File: src/rtl/parity_frame_arbiter.sv
// parity_frame_arbiter
// Shares one serial even-parity transmitter among NREQ requesters.
// The transmitter picks a requester round-robin, accepts that requester's
// word through a valid/ready handshake, sends the word LSB first, then
// sends its parity bit.
// Optional feature: define FRAME_STOP_EN to append a one-cycle stop bit
// (ser_out = 1) after the parity bit.
// Ports:
//   clk, rst        clock; asynchronous active-high reset
//   req_valid[i]    requester i offers a word
//   req_data        requester i word at bits [i*W +: W]
//   req_ready       one-hot grant, combinational, only in IDLE
//   ser_out         serial bit
//   ser_valid       ser_out carries a frame bit
//   ser_first       first data bit of a frame
//   ser_par         parity-bit cycle
//   grant_id        index of the requester that owns the current frame
//   busy            a frame is in progress
module parity_frame_arbiter #(
    parameter int unsigned NREQ = 2,
    parameter int unsigned W    = 8
) (
    input  logic                      clk,
    input  logic                      rst,
    input  logic [NREQ-1:0]           req_valid,
    input  logic [NREQ*W-1:0]         req_data,
    output logic [NREQ-1:0]           req_ready,
    output logic                      ser_out,
    output logic                      ser_valid,
    output logic                      ser_first,
    output logic                      ser_par,
    output logic [$clog2(NREQ)-1:0]   grant_id,
    output logic                      busy
);

    localparam int unsigned GW = $clog2(NREQ);
    localparam int unsigned CW = $clog2(W);

    typedef enum logic [1:0] {
        ST_IDLE = 2'd0,
        ST_DATA = 2'd1,
        ST_PAR  = 2'd2,
        ST_STOP = 2'd3
    } state_t;

    state_t          state_q, state_d;
    logic [W-1:0]    shreg_q, shreg_d;
    logic [CW-1:0]   cnt_q, cnt_d;
    logic            par_q, par_d;
    logic [GW-1:0]   gid_q, gid_d;
    logic [GW-1:0]   ptr_q, ptr_d;
    logic            ser_out_q, ser_out_d;
    logic            ser_valid_q, ser_valid_d;
    logic            ser_first_q, ser_first_d;
    logic            ser_par_q, ser_par_d;
    logic            busy_q, busy_d;

    logic            win_found;
    logic [GW-1:0]   win_idx;
    logic [GW-1:0]   idx;
    logic [W-1:0]    win_word;

    // Round-robin search: starts one past the last winner and wraps.
    always_comb begin
        win_found = 1'b0;
        win_idx   = ptr_q;
        idx       = ptr_q;
        for (int unsigned i = 1; i <= NREQ; i++) begin
            idx = GW'((32'(ptr_q) + i) % NREQ);
            if (!win_found && req_valid[idx]) begin
                win_found = 1'b1;
                win_idx   = idx;
            end
        end
    end

    assign win_word = req_data[32'(win_idx)*W +: W];

    // Grant is offered only while idle.
    always_comb begin
        req_ready = '0;
        if (state_q == ST_IDLE && win_found) begin
            req_ready[win_idx] = 1'b1;
        end
    end

    // Next-state and frame datapath.
    always_comb begin
        state_d = state_q;
        shreg_d = shreg_q;
        cnt_d   = cnt_q;
        par_d   = par_q;
        gid_d   = gid_q;
        ptr_d   = ptr_q;
        case (state_q)
            ST_IDLE: begin
                if (win_found) begin
                    shreg_d = win_word;
                    gid_d   = win_idx;
                    ptr_d   = win_idx;
                    cnt_d   = '0;
                    par_d   = 1'b0;
                    state_d = ST_DATA;
                end
            end
            ST_DATA: begin
                shreg_d = shreg_q >> 1;
                par_d   = par_q ^ shreg_q[0];
                cnt_d   = cnt_q + 1'b1;
                if (cnt_q == CW'(W - 1)) begin
                    state_d = ST_PAR;
                end
            end
            ST_PAR: begin
`ifdef FRAME_STOP_EN
                state_d = ST_STOP;
`else
                state_d = ST_IDLE;
`endif
            end
            default: begin
                state_d = ST_IDLE;
            end
        endcase
    end

    // Outputs are computed from next-state values so they are registered.
    always_comb begin
        ser_valid_d = (state_d != ST_IDLE);
        busy_d      = (state_d != ST_IDLE);
        ser_first_d = (state_q == ST_IDLE) && (state_d == ST_DATA);
        ser_par_d   = (state_d == ST_PAR);
        case (state_d)
            ST_DATA: ser_out_d = shreg_d[0];
            ST_PAR:  ser_out_d = par_d;
            ST_STOP: ser_out_d = 1'b1;
            default: ser_out_d = 1'b0;
        endcase
    end

    always_ff @(posedge clk or posedge rst) begin
        if (rst) begin
            state_q     <= ST_IDLE;
            shreg_q     <= '0;
            cnt_q       <= '0;
            par_q       <= 1'b0;
            gid_q       <= '0;
            ptr_q       <= GW'(NREQ - 1);
            ser_out_q   <= 1'b0;
            ser_valid_q <= 1'b0;
            ser_first_q <= 1'b0;
            ser_par_q   <= 1'b0;
            busy_q      <= 1'b0;
        end else begin
            state_q     <= state_d;
            shreg_q     <= shreg_d;
            cnt_q       <= cnt_d;
            par_q       <= par_d;
            gid_q       <= gid_d;
            ptr_q       <= ptr_d;
            ser_out_q   <= ser_out_d;
            ser_valid_q <= ser_valid_d;
            ser_first_q <= ser_first_d;
            ser_par_q   <= ser_par_d;
            busy_q      <= busy_d;
        end
    end

    assign ser_out   = ser_out_q;
    assign ser_valid = ser_valid_q;
    assign ser_first = ser_first_q;
    assign ser_par   = ser_par_q;
    assign grant_id  = gid_q;
    assign busy      = busy_q;

endmodule
File: config.mk
export PLATFORM = sky130hd
export DESIGN_NAME = parity_frame_arbiter
export DESIGN_NICKNAME = d
export VERILOG_FILES = /design/src/rtl/parity_frame_arbiter.sv
export SDC_FILE = /design/constraint.sdc
export NUM_CORES = 1
export LEC_CHECK = 0
export BUFFER_PORTS_ARGS = -buffer_cell sky130_fd_sc_hd__buf_2
export CORE_MARGIN = 2
export CORE_UTILIZATION = 40
export DETAILED_ROUTE_END_ITERATION = 12
export PLACE_DENSITY = 0.69
export SETUP_SLACK_MARGIN = 0.4
export SYNTH_ARGS = -nofsm -noshare
export SYNTH_HDL_FRONTEND = slang
export SYNTH_SLANG_ARGS = --single-unit
File: constraint.sdc
create_clock -name clk -period 2.6 [get_ports clk]
set_clock_uncertainty 0.05 [all_clocks]
set_input_delay 0.13 -clock clk [delete_from_list [all_inputs] [get_ports clk]]
set_output_delay 0.13 -clock clk [all_outputs]
set_load 0.02 [all_outputs]
; ---- Word-level counts from Yosys, hierarchy flattened
; Index checks and enable logic that the tools add are counted.
[classes]
n_addsub = 3
magnitude_cmp = 4
eq_ne = 6
shifts = 1
mux = 21
bitwise = 1
reduce_logical = 10
[op_table]
columns = op, n
row1 = 8-bit one-hot mux with 2 select lines, 1
row2 = 16-bit by 5-bit indexed part select with 8-bit output, 1
row3 = 1-bit two-way mux, 10
row4 = 8-bit two-way mux, 1
row5 = 1-bit by 2-bit less-than comparator with 1-bit output (second input constant), 3
row6 = 2-bit two-way mux, 3
row7 = 3-bit one-hot mux with 2 select lines, 1
row8 = 2-bit by 1-bit == test with 1-bit output (second input constant), 2
row9 = 2-bit == test (second input constant), 2
row10 = 1-bit logical AND, 4
row11 = 2-bit one-hot mux with 2 select lines, 1
row12 = 2-bit AND reduction, 2
row13 = 2-bit nonzero test, 2
row14 = 3-bit by 1-bit adder with 3-bit output (second input constant), 1
row15 = 3-bit == test (second input constant), 1
row16 = 3-bit two-way mux, 1
row17 = 1-bit one-hot mux with 3 select lines, 1
row18 = 1-bit adder (second input constant), 2
row19 = 2-bit zero test, 1
row20 = 2-bit inequality test (second input constant), 1
row21 = 1-bit one-hot mux with 2 select lines, 1
row22 = 1-bit demux with 1-bit select, 1
row23 = 1-bit greater-or-equal comparator (second input constant), 1
row24 = 1-bit zero test, 1
row25 = 1-bit XOR, 1
[word_totals]
reg_bits = 20
input_bits = 20
output_inout_bits = 8
word_cells = 57

; ---- Logic depth before layout (Yosys ltp)
; Gate-level depths: netlist of run 1.
[depth]
depth_word = 12
mapped_depth = 6
mapped_depth_nobuf = 5

; ---- Least setup slack after synthesis of run 1
; No wires, ideal clock.
[synth_path]
path_type = register -> register
from = reg state_q[0]
to = reg ser_out_q (netlist: ser_out)
setup_ns = 0.121
t_arrival_ns = 1.175
t_required_ns = 2.429
path_slack_ns = 1.254
path_stages_with_launch = 6
n_path_buf = 1
period_less_slack_ns = 1.346
path_cell_list = dfrtp_1 buf_6 nor2b_2 a22oi_1 o31ai_2 a22o_1
[synth_lines]
columns = item, line
row1 = start: declaration, 46  ; state_t state_q, state_d;
row2 = start signal: assignment, 155  ; state_q <= state_d;
row3 = 2-bit by 1-bit == test with 1-bit output / 2-bit zero test (equally long branches), 95  ; case (state_q)
row4 = 8-bit one-hot mux with 2 select lines *, 95
row5 = via shreg_d[0], 47  ; logic [W-1:0] shreg_q, shreg_d;
row6 = 1-bit one-hot mux with 3 select lines *, 133  ; case (state_d)
row7 = via ser_out_d, 52  ; logic ser_out_q, ser_out_d;
row8 = end signal: assignment, 161  ; ser_out_q <= ser_out_d;
row9 = end: declaration, 52
; The timed path passes the listed nets; every way through them passes the cells marked *.
; A chain may end at the register's enable or synchronous reset.

; ---- Worst setup path after layout of run 1
[layout_path]
from = reg state_q[0]
to = out req_ready[0]
[layout_via]
elab_chain_len = 3
[layout_lines]
columns = item, line
row1 = 2-bit zero test, 82  ; if (state_q == ST_IDLE && win_found) begin
row2 = 1-bit logical AND, 82
row3 = 2-bit two-way mux, 82
row4 = end: declaration, 27  ; output logic [NREQ-1:0] req_ready,
; Every way passes these cells.

==> results of run 1 <==
worst paths after layout:
check,from,end,slack [ns],depth (start not counted)
min in group asynchronous,rst,shreg_q[6],0.45,3
max in group asynchronous,rst,shreg_q[0],1.58,3
min,req_data[7],shreg_q[7],0.01,3
min reg2reg,shreg_q[7],shreg_q[7],0.46,2
max reg2reg,state_q[0],shreg_q[2],0.94,5
max,state_q[0],req_ready[0],0.76,3
power by group through the flow:
stage | combinational (mW) | sequential, mW | clock, mW
2_1_floorplan | 0.342 | 0.554 | 0
3_3_place_gp | 0.443 | 0.543 | 0
3_5_place_dp | 0.455 | 0.546 | 0
4_1_cts | 0.461 | 0.538 | 0.259
5_1_grt | 0.514 | 0.556 | 0.266
6_report | 0.455 | 0.537 | 0.251
flip-flops by register name (all words and copies together) (netlist names):
| name | count |
|---|---|
| par_q | 1 |
| ser_out | 1 |
| busy | 1 |
| ser_par | 1 |
| shreg_q | 8 |
| ptr_q | 1 |
| grant_id | 1 |
| state_q | 2 |
| ser_first | 1 |
| cnt_q | 3 |
through the flow:
step	instances	area [sq um]	worst slack, ns
2_1_floorplan	83	922	1.25
3_3_place_gp	134	1060	0.980
3_5_place_dp	134	1060	0.944
4_1_cts	140	1130	0.706
5_1_grt	140	1130	0.608
6_report	140	1130	0.756
cell type report:
type                       instances  area share (%)
clock buffer                       3            1.99
sequential                        20            44.4
timing repair buffer              29            13.7
inverter                           3           0.997
tap                               28            3.10
multi-input combinational         56            33.1
clock inverter                     1            2.66
synthesized netlist by cell type (2+ instances only):
cell type	number	area, sq um
ha_1	2	25.0
and2_1	2	12.5
a22oi_1	8	60.1
a21oi_1	11	55.1
buf_6	2	22.5
a22o_1	4	35.0
nand2_1	2	7.51
inv_1	3	11.3
dfrtp_1	19	475
nor2_1	10	37.5
nand2b_1	2	12.5
metal layers:
| metal | vias to the layer above | GRT usage, % | routed length, um |
|---|---|---|---|
| met5 | - | 0 | 0 |
| met4 | 0 | 6.58 | 22 |
| met3 | 4 | 2.59 | 80 |
| met2 | 22 | 25.3 | 835 |
| met1 | 343 | 19.7 | 809 |
| li1 | 358 | - | - |
kinds of logic (layout without fill, tap and decap cells):
kind of cell / count (synthesis) / after routing / share of synthesized area, %
AO/OA/AOI/OAI: 29 / 29 / 22.0
AND/OR/NAND/NOR: 24 / 24 / 14.7
flip-flops: 20 / 20 / 54.4
buffers and inverters: 7 / 36 / 5.02
adder cells (fa/ha/maj): 2 / 2 / 2.71
multiplexers: 1 / 1 / 1.22
worst min-delay path: stages:
cell      delay (ns)
buf_2           0.08
a222oi_1        0.07
inv_1           0.05
==> results.sh, run 1 <==
export IMPL_path_buf_inv=1
export IMPL_h_tree_depth=1
export IMPL_drt_iter0_markers=7
export IMPL_pwr_share_comb_pct=36.6
export IMPL_cp_max_fo=11
export IMPL_layout_nets=135
export IMPL_min_path_type="input pin to register"
export IMPL_clkPwrFrac_pct=20.2
export IMPL_worstSkewPairLatency_ns=0.30
export IMPL_syn_area_per_cell_sq_um=11.1
export IMPL_worst_endpoint_required_ns=2.42
export IMPL_ys_types=29
export IMPL_power_switching_uw=426
export IMPL_slowest_stage="dfrtp_1"
export IMPL_viasPerCell=5.19
export IMPL_seqCellArea_sq_um=502
export IMPL_die_area_sq_um=2710
export IMPL_period_minus_slack_ns=1.84
export IMPL_layout_common_cells="buf_2, dfrtp_1, a21oi_1, nor2_1, a22oi_1"
export IMPL_clk_pin_slew_worst_paths_ns=0.11
export IMPL_io_buffers=27
export IMPL_cts_setup_buffers=0
export IMPL_pwr_density_cell_nw_per_um2=1100
export IMPL_synth_edf_count=0
export IMPL_synth_nets=105
export IMPL_grt_pass1_vias=722
export IMPL_maxCapViolations=0
export IMPL_drive_gt1_share_pct=33.9
export IMPL_hold_buffers=2
export IMPL_cts_buffers=3
export IMPL_crit_family="simple AND/OR/NAND/NOR gates"
export IMPL_num_antenna_cells=0
export IMPL_power_total_mw=1.24
export IMPL_cts_tree="built"
export IMPL_ir_worst_vdd_mv=0.764
export IMPL_fp_dieH_um=52.0
export IMPL_rsz0062_at_grt="false"
export IMPL_grt_overflow=0
export IMPL_synthArstFlopShare_pct=100
export IMPL_worst_slew_pin_slew_ns=0.741
export IMPL_seq_area_frac_synth_pct=54.4
export IMPL_ys_ff_latch=20
export IMPL_multi_input_area_sq_um=374
export IMPL_ctsLongestPathBuffers=2
export IMPL_dr_pass1_iters=4
export IMPL_drc_errors=0
export IMPL_p_sw_share_pct=34.3
export IMPL_rows=17
export IMPL_power_frac_seq_pct=43.2
export IMPL_route_detailed_wl_per_inst_um=12.5
export IMPL_die_x_um=52.0
export IMPL_leakage_nw=0.557
export IMPL_grt_use_total_pct=15.3
export IMPL_setup_tns_ns=0
export IMPL_layout_commonest_cell="buf_2"
export IMPL_initial_core_util_pct=42.1
export IMPL_area_growth_pct=22.5
export IMPL_cts_root_buf="clkbuf_4"
export IMPL_gp_congestion=0.773
export IMPL_outcome="finished clean"
export IMPL_antenna_found_initial=0
export IMPL_worstPathCellList="nor2_2, and3b_1, buf_2"
export IMPL_cts_resized_gates=0
export IMPL_arrival_ns=1.66
export IMPL_slew_headroom_pct=50.6
export IMPL_cts_sink_count=20
export IMPL_yosys_warnings=0
export IMPL_cp_start_kind="register"
export IMPL_syn_area_sq_um=922
export IMPL_end_kind="output pin"
export IMPL_fmax_mhz=542
export IMPL_finish_utilization_pct=51.6
export IMPL_grt_pass1_wl_mm=3.08
export IMPL_slowest_delay_ns=0.53
export IMPL_dp_final_hpwl_mm=1.27
export IMPL_vias=727
export IMPL_core_sq_um=2190
export IMPL_critPathKind="register to output pin"
export IMPL_fin_hold_ws_ns=0.0108
export IMPL_hold_viol=0
export IMPL_wl_mm=1.75
export IMPL_finalSetupViolCount=0
export IMPL_ant_nets=0
export IMPL_synthCells=83
export IMPL_grt_start_max_net_pins=21
export IMPL_slew_viol_final=0
export IMPL_intPower_uw=817
export IMPL_ios=28
export IMPL_fill_cells=200
export IMPL_synth_flop_cell="dfrtp_1"
export IMPL_period_share_pct=70.9
No activity file was read; power rests on OpenSTA's default activity.
==> run 2, diff against run 1 <==
- ABC_AREA: unset -> 1
- PLACE_DENSITY: 0.69 -> 0.68
- clock period: 2.6 -> 1.7 ns (I/O delays scaled with it)
==> run 2 against run 1 <==
  * Clock power fell by 8.4%
  * Sequential cell count did not move
  * Register-to-register slack worse by 0.66 ns
  * Non-clock buffer count up 15
  * Clock-buffer cell count up 1
  * Combinational power rose to 2.8 times the previous value
  * Largest cell class unchanged
==> results.sh, run 2 <==
export IMPL_largest_reg_flops=8
export IMPL_grt_pass1_vias=855
export IMPL_drt_iter0_markers=11
export IMPL_initial_core_util_pct=41.2
export IMPL_synth_top_cells_by_area="dfrtp_1, nand2_1, nand3_1, dfstp_2, inv_1"
export IMPL_worst_endpoint_required_ns=1.56
export IMPL_syn_area_sq_um=993
export IMPL_use_met3_pct=5.83
export IMPL_postPlaceCellArea_sq_um=1150
export IMPL_intPower_mw=1.33
export IMPL_ir_worst_vdd_mv=0.836
export IMPL_placed_cells=172
export IMPL_io_buffers=27
export IMPL_dr_pass1_iters=4
export IMPL_synth_flop_cell="dfrtp_1"
export IMPL_power_switching_mw=1.02
export IMPL_fin_hold_ws_ns=0.0663
export IMPL_finish_utilization_pct=58.3
export IMPL_cts_tree="built"
export IMPL_grt_use_total_pct=18.7
export IMPL_fmax_mhz=667
export IMPL_ant_nets=0
export IMPL_gp_congestion=0.762
export IMPL_slew_headroom_pct=79.7
export IMPL_instances_no_fill=193
export IMPL_final_area_sq_um=1400
export IMPL_holdPathEnd="shreg_q[0]"
export IMPL_yosysMostFrequentCell="nand2_1"
export IMPL_slew_viol_final=0
export IMPL_num_antenna_cells=0
export IMPL_worst_slew_pin_slew_ns=0.302
export IMPL_power_frac_seq_pct=35.4
export IMPL_ys_types=24
export IMPL_wl_mm=2.49
export IMPL_rsz0062_at_grt="true"
export IMPL_synth_top_area_cell="dfrtp_1"
export IMPL_slowest_stage="dfstp_2"
export IMPL_ios=28
export IMPL_period_share_pct=88.1
export IMPL_ctsLongestPathBuffers=2
export IMPL_area_growth_pct=41.3
export IMPL_maxCapViolations=0
export IMPL_synth_edf_count=0
export IMPL_critPathKind="register to output pin"
export IMPL_grt_overflow=0
export IMPL_seq_area_frac_synth_pct=50.5
export IMPL_vias=934
export IMPL_core_sq_um=2410
export IMPL_worstSkewPairLatency_ns=0.29
export IMPL_synth_largest_type_area_fraction_pct=47.9
export IMPL_path_buf_inv=2
export IMPL_rows=18
export IMPL_layout_commonest_cell="nand2_1"
export IMPL_rr_endpoint="shreg_q[7]"
export IMPL_pwr_density_cell_nw_per_um2=1670
export IMPL_cts_root_buf="clkbuf_4"
export IMPL_arrival_ns=1.36
export IMPL_worstHoldStart="req_data[0]"
export IMPL_finalSetupViolCount=0
export IMPL_hold_viol=0
export IMPL_route_detailed_wl_per_inst_um=12.9
export IMPL_grt_busiest_layer="met2"
export IMPL_layout_nets=186
export IMPL_cts_sink_count=20
export IMPL_pwr_share_comb_pct=54.8
export IMPL_syn_area_per_cell_sq_um=8.49
export IMPL_regMostFlops="shreg_q"
export IMPL_die_area_sq_um=2900
export IMPL_slowest_delay_ns=0.58
export IMPL_synthArstFlopShare_pct=100
export IMPL_top_regs="shreg_q (8), cnt_q (3), state_q (2)"
export IMPL_synth_nets=139
export IMPL_crit_family="flip-flops"
export IMPL_period_minus_slack_ns=1.50
export IMPL_leakage_nw=0.737
export IMPL_synthCells=117
export IMPL_p_sw_share_pct=43.3
export IMPL_layout_common_cells="nand2_1, buf_2, dfrtp_1, nand3_1, buf_4"
export IMPL_worstPathCellList="nand2_4, o21ai_4, inv_4, nor2_4, buf_6"
export IMPL_drive_gt1_share_pct=42.3
export IMPL_viasPerCell=4.84
export IMPL_clk_pin_slew_worst_paths_ns=0.11
export IMPL_synth_common_cells="nand2_1, dfrtp_1, nand3_1"
export IMPL_dp_final_hpwl_mm=1.59
export IMPL_cp_max_fo=4
export IMPL_min_path_type="input pin to register"
export IMPL_reg2reg_slack_ns=0.28
export IMPL_regToRegStartpoint="ptr_q"
export IMPL_cp_start_kind="register"
export IMPL_grt_pass1_wl_mm=3.85
export IMPL_end_kind="output pin"
export IMPL_outcome="finished clean"
export IMPL_hold_path_depth=5
export IMPL_yosys_warnings=0
export IMPL_antenna_found_initial=0
export IMPL_ys_ff_latch=20
export IMPL_cts_buffers=3
export IMPL_clkPwrFrac_pct=9.8
export IMPL_h_tree_depth=1
export IMPL_fp_dieH_um=53.8
export IMPL_use_met2_pct=31.5
export IMPL_die_x_um=53.8
export IMPL_grt_start_max_net_pins=21
export IMPL_grt_use_met1_pct=24.3
export IMPL_r2r_cells=8
export IMPL_setup_tns_ns=0
export IMPL_drc_errors=0
run 2: worst max-delay path by stage:
stage,start,to,slack [ns],depth (start not counted)
2_1_floorplan,ptr_q,shreg_q[1],0.42,6
4_1_cts,ptr_q,req_ready[0],0.22,5
5_1_grt,ptr_q,req_ready[0],0.15,5
6_report,ptr_q,req_ready[0],0.20,5
3_3_place_gp,state_q[0],cnt_q[2],0.34,5
3_5_place_dp,ptr_q,shreg_q[6],0.31,7
run 2: power by group through the flow:
stage / logic, mW / clock network [mW] / registers [mW]
2_1_floorplan: 0.743 / 0 / 0.863
3_3_place_gp: 0.927 / 0 / 0.833
3_5_place_dp: 0.962 / 0 / 0.833
4_1_cts: 1.11 / 0.240 / 0.830
5_1_grt: 1.42 / 0.268 / 0.858
6_report: 1.29 / 0.230 / 0.831
run 2: cells by family after synthesis:
kind of cell	Yosys count	share of synthesized area [%]
AO/OA/AOI/OAI	9	6.30
AND/OR/NAND/NOR	71	32.9
adder cells (fa/ha/maj)	2	2.52
flip-flops	20	50.5
buffers and inverters	15	7.81
run 2: metal layers:
metal,share of wire [%],up-vias
li1,-,463
met1,42,430
met2,49,37
met3,7.0,4
met4,1.4,0
met5,0,-
run 2: timing repair:
action,CTS,global route
setup buffers,5,6
hold buffers,5,0
pin swaps,4,10
gates resized for setup,11,13
hold endpoints to repair,21,0
endpoints found under the setup margin,14,15
cloned,0,1
run 2: area by class of cell:
type                            count  area, sq um
Fill cell                         218         1010
Sequential cell                    20          504
Multi-Input combinational cell     83          483
Timing Repair Buffer               44          295
Inverter                           12         57.6
Tap cell                           30         37.5
Clock buffer                        4         26.3
run 2: worst register-to-register path, stage by stage, from the launching register on:
cell and delay [ns]:
dfstp_2 0.58, buf_6 0.11, o21ai_4 0.08, inv_4 0.08, nor2_4 0.04, buf_4 0.13
buf_6 0.11, nand2_2 0.07, nand3_2 0.07
run 2: per-stage QoR:
step	setup WS, ns	total power [mW]
3_5_place_dp	0.309	1.79
5_1_grt	0.152	2.54
4_1_cts	0.222	2.18
6_report	0.202	2.35
3_3_place_gp	0.341	1.76
2_1_floorplan	0.424	1.61
